[src/rtl/tmr_mismatch_monitor.sv]
// Mismatch monitor for a bank of TMR voters: per-voter and global saturating
// event counters, primary/secondary LUT disagreement flag and a scrub request FSM.
module tmr_mismatch_monitor #(
    parameter int N_VOTERS = 16,
    parameter int CNT_W    = 16,
    parameter int ADDR_W   = (N_VOTERS > 1) ? $clog2(N_VOTERS) : 1
) (
    input  logic                clk_i,
    input  logic                rst_i,
    input  logic [N_VOTERS-1:0] mismatch_i,
    input  logic [N_VOTERS-1:0] mismatch_2nd_i,
    input  logic                clear_i,
    input  logic                rd_en_i,
    input  logic [ADDR_W-1:0]   rd_addr_i,
    output logic [CNT_W-1:0]    rd_data_o,
    output logic                rd_valid_o,
    output logic [CNT_W-1:0]    total_cnt_o,
    output logic                any_mismatch_o,
    output logic                disagree_o,
    output logic                refresh_req_o,
    input  logic                refresh_ack_i
);

    typedef enum logic [1:0] {
        IDLE    = 2'd0,
        REQ     = 2'd1,
        HOLDOFF = 2'd2
    } state_t;

    function automatic logic [CNT_W-1:0] sat_inc(input logic [CNT_W-1:0] v);
        sat_inc = (v == {CNT_W{1'b1}}) ? v : v + {{(CNT_W-1){1'b0}}, 1'b1};
    endfunction

    logic [N_VOTERS-1:0] m_q, m2_q, m_qq, evt_q;
    logic                any_q, disagree_q, rd_valid_q, req_q;
    logic                pending_q, pending_d;
    logic [CNT_W-1:0]    cnt_q [N_VOTERS];
    logic [CNT_W-1:0]    total_q, rd_data_q, rd_mux_s;
    logic                new_evt_s;
    state_t              state_q, state_d;

    assign new_evt_s = |evt_q;

    // Input capture and rising-edge event detection; evt is registered so
    // counters and the FSM see an event two edges after the input rises.
    always_ff @(posedge clk_i) begin
        if (rst_i) begin
            m_q   <= '0;
            m2_q  <= '0;
            m_qq  <= '0;
            evt_q <= '0;
            any_q <= 1'b0;
        end else begin
            m_q   <= mismatch_i;
            m2_q  <= mismatch_2nd_i;
            m_qq  <= m_q;
            evt_q <= m_q & ~m_qq;
            any_q <= |m_q;
        end
    end

    // Per-voter counters, event total and sticky disagreement; clear wins.
    always_ff @(posedge clk_i) begin
        if (rst_i || clear_i) begin
            for (int k = 0; k < N_VOTERS; k++) cnt_q[k] <= '0;
            total_q    <= '0;
            disagree_q <= 1'b0;
        end else begin
            for (int k = 0; k < N_VOTERS; k++) begin
                if (evt_q[k]) cnt_q[k] <= sat_inc(cnt_q[k]);
                else          cnt_q[k] <= cnt_q[k];
            end
            total_q    <= new_evt_s ? sat_inc(total_q) : total_q;
            disagree_q <= disagree_q | (|(m_q ^ m2_q));
        end
    end

    // Read mux; addresses with no voter behind them fall through to zero.
    always_comb begin
        rd_mux_s = '0;
        for (int k = 0; k < N_VOTERS; k++) begin
            rd_mux_s = (rd_addr_i == ADDR_W'(k)) ? cnt_q[k] : rd_mux_s;
        end
    end

    // Read port register; data holds between strobes.
    always_ff @(posedge clk_i) begin
        if (rst_i) begin
            rd_data_q  <= '0;
            rd_valid_q <= 1'b0;
        end else begin
            rd_valid_q <= rd_en_i;
            rd_data_q  <= rd_en_i ? rd_mux_s : rd_data_q;
        end
    end

    // Scrub FSM next-state; pending only remembers events seen in HOLDOFF.
    always_comb begin
        state_d   = state_q;
        pending_d = pending_q;
        case (state_q)
            IDLE: begin
                if (new_evt_s) state_d = REQ;
                else           state_d = IDLE;
            end
            REQ: begin
                if (refresh_ack_i) state_d = HOLDOFF;
                else               state_d = REQ;
            end
            HOLDOFF: begin
                if (!(|m_q)) begin
                    state_d   = (pending_q || new_evt_s) ? REQ : IDLE;
                    pending_d = 1'b0;
                end else if (new_evt_s) begin
                    pending_d = 1'b1;
                end else begin
                    pending_d = pending_q;
                end
            end
            default: begin
                state_d   = IDLE;
                pending_d = 1'b0;
            end
        endcase
    end

    // Scrub FSM state and registered request output.
    always_ff @(posedge clk_i) begin
        if (rst_i) begin
            state_q   <= IDLE;
            pending_q <= 1'b0;
            req_q     <= 1'b0;
        end else begin
            state_q   <= state_d;
            pending_q <= pending_d;
            req_q     <= (state_d == REQ);
        end
    end

    assign rd_data_o      = rd_data_q;
    assign rd_valid_o     = rd_valid_q;
    assign total_cnt_o    = total_q;
    assign any_mismatch_o = any_q;
    assign disagree_o     = disagree_q;
    assign refresh_req_o  = req_q;

endmodule

[config.mk]
export PLATFORM = sky130hd
export DESIGN_NAME = tmr_mismatch_monitor
export DESIGN_NICKNAME = d
export VERILOG_FILES = /design/src/rtl/tmr_mismatch_monitor.sv
export SDC_FILE = /design/constraint.sdc
export NUM_CORES = 1
export LEC_CHECK = 0
export BUFFER_PORTS_ARGS = -buffer_cell sky130_fd_sc_hd__clkbuf_2
export CORE_MARGIN = 10
export CORE_UTILIZATION = 57
export CTS_CLUSTER_DIAMETER = 60
export DETAILED_ROUTE_END_ITERATION = 16
export PLACE_DENSITY = 0.78
export SLEW_MARGIN = 40
export SYNTH_ARGS = -nofsm -noshare
export SYNTH_HDL_FRONTEND = slang
export SYNTH_SLANG_ARGS = --single-unit
export TNS_END_PERCENT = 10
[constraint.sdc]
create_clock -name clk_i -period 2.2 [get_ports clk_i]
set_input_delay 0.33 -clock clk_i [delete_from_list [all_inputs] [get_ports clk_i]]
set_output_delay 0.33 -clock clk_i [all_outputs]
set_load 0.03 [all_outputs]
==> run summary <==
Slowest stage delay, CP: 0.68 ns
DP Worst Slack: 0.0773 ns
CP Capture Type: flip-flop
Worst Path Max Fanout: 16
# nets final: 2133
Initial core utilization: 57.6%
Fin Setup TNS: 0 ns
GRT Util Overall: 27.2%
Die footprint: 0.0416 mm²
Number of global-route vias before repair: 15315
DR pass1 iterations: 6
Gpl congestion: 1.09
Core area: 0.0334 mm²
CTS tree: done
Minimum clock period: 2.05 ns
Slowest CP cell: o32a_1
Max_cap viols: 0
Initial DRC Count: 2117
Post-synthesis sequential area ratio: 50.6%
Pwr dens: 755 mW/mm²
Final Cell Area: 0.0222 mm²
Via density: 6.24
Headroom to the max-slew limit: 46.8%
Maximum vdd drop: 0.000755 V
Final wirelength: 57700 µm
Grt total ovfl: 0
Worst-Margin Slew: 0.797 ns
Final setup margin: 0.152 ns
CTS sink cnt: 359
RSZ-0062 raised after global routing: no
Seq cells post-synth: 359
Setup CP Type: reg -> reg
CP Cell Sequence: and3_1, and3_2, nand4_4, o32a_1
Clk buf depth: 3
Post-synthesis async set-or-reset flop share: 0%
CTS clk-pin slew, worst paths: 0.06 ns
Leak Pwr: 8.12 nW
Hold/Removal Path Class: in -> reg
DIE WIDTH: 204 µm
Final period util: 93.1%
Max Freq: 0.488 GHz
WL per Instance: 22.6 µm
WP data required: 2.38 ns
Vias: 15927
Arr. time, crit path: 2.23 ns
Fin. Hold Viols: 0
Post-Syn Area per Cell: 10.0 µm²
Startpoint Class: flip-flop
Status: finished, final reports clean
Port Buffers: 76
CTS root buf: clkbuf_16
Number of synthesized flops with an enable pin: 256
Largest net degree at the start of global routing: 116
H-tree Lvls: 2
Hold slack: 0.0108 ns
Synth Flop Type: edfxtp_1
Syn. warnings: 0
Die height: 204 µm
ANT nets after route: 0
I/O Pins: 77
Core Rows: 67
Initial antenna violation count: 2
Clk_skew: 0.0127 ns
Post-Place Cell Area: 0.0206 mm²
Worst skew pair latency: 0.56 ns
Synth unique cells: 76
Cells after Synth: 1921
DP HPWL: 42400 µm
Cell Area, Synth: 0.0193 mm²
Ant. Diodes: 0
First-pass GRT wire length: 88600 µm
Placed Cells: 2451
Syn_nets: 1979
Final Setup Violations: 0
TritonCTS buffer count: 41
Max-slew violation count: 0
Layout cells sized above 1: 14.0%
DRC Markers: 0
Post-Layout Cell Count: 2552
Layout area overhead: 15.4%
-- power by group --
part | internal (mW) | switching (mW)
Combinational | 0.729 | 1.02
Clock | 3.90 | 2.85
Sequential | 7.71 | 0.585
Total | 12.3 | 4.45
-- cell families (layout without fill, tap and decap cells) --
| group | count (synthesis) | in the layout | share of synthesized area [%] |
|---|---|---|---|
| adders and majority gates | 17 | 17 | 1.10 |
| xor gates and xnor gates | 214 | 214 | 9.72 |
| AOI/OAI and AO/OA | 304 | 304 | 9.73 |
| and+or+nand+nor | 856 | 856 | 22.4 |
| muxes | 51 | 51 | 3.59 |
| DFF | 359 | 359 | 50.6 |
| buffers and inverters | 120 | 303 | 2.90 |
-- per-stage QoR --
stage	utilization, %	power (mW)
floorplan	-	9.26
global placement	61.7	10.0
detailed placement	61.7	10.1
CTS	66.5	16.8
global route	66.5	17.3
finish	66.5	16.8
-- metal layers --
layer  up-vias  GRT usage (%)  wire [µm]
met5         -              0         29
met2       843           43.1      27000
met1      7674           36.2      23100
met3       150           4.99       5340
li1       7256              -          -
met4         4           10.8       2210
-- worst max-delay path, delay by kind of cell (launching register included) --
kind	cells	cell delay (ns)
compound gates	1	0.68
simple gates	3	0.56
flops	1	0.42
-- layout make-up --
cell class	count	area [µm²]
clock buffers	53	1130
clock inverters	19	175
fillers	2523	11200
inverters	22	82.6
multi-input cells	1442	8990
flip-flops and latches	359	9750
well taps	448	561
repair buffers	209	1560
-- placed cells by master (no fill, tap or decap), types with 47 or more instances in the layout --
cell,instances
a21oi_1,88
and3_1,51
buf_4,98
clkbuf_2,74
dfxtp_1,103
edfxtp_1,256
nand2_1,148
nand3_1,103
nand4_1,47
nor2_1,266
nor2b_1,79
o21ai_0,91
xnor2_1,83
xor2_1,131
-- cells in the mapped netlist (all sizes together) (39+ instances only) --
cell | instances | share of area, %
or3 | 39 | 1.3
nor2 | 268 | 5.3
nand4 | 52 | 2.1
nand3 | 105 | 2.8
o21ai | 95 | 2.5
dfxtp | 103 | 11
a21oi | 88 | 2.3
buf | 42 | 1.4
and3 | 57 | 1.9
xnor2 | 83 | 3.8
xor2 | 131 | 6.0
nand2 | 149 | 2.9
nor2b | 79 | 2.6
edfxtp | 256 | 40
clkbuf | 56 | 1.1
-- final timing paths --
path,startpoint,end,slack (ns),depth (start not counted)
min,mismatch_i[12],m_q[12],0.01,2
max,cnt_q[0][101],cnt_q[0][98],0.15,4
max reg2reg,cnt_q[0][101],cnt_q[0][98],0.15,4
min reg2reg,m_qq[9],evt_q[9],0.38,1
-- what timing repair did --
action | CTS | global route
hold buffers | 29 | 0
resized for setup | 0 | 0
buffers inserted | 0 | 0
hold endpoints to repair | 29 | 0
endpoints found under the setup margin | 0 | 0
-- state kept, by name, summed over array words and instances (netlist names) --
name / flops
state_q: 2
m2_q: 16
total_cnt_o: 16
pending_q: 1
disagree_o: 1
rd_valid_o: 1
rd_data_o: 16
m_q: 16
cnt_q: 256
evt_q: 16
any_mismatch_o: 1
m_qq: 16
refresh_req_o: 1
No activity file was read; power rests on OpenSTA's default activity.
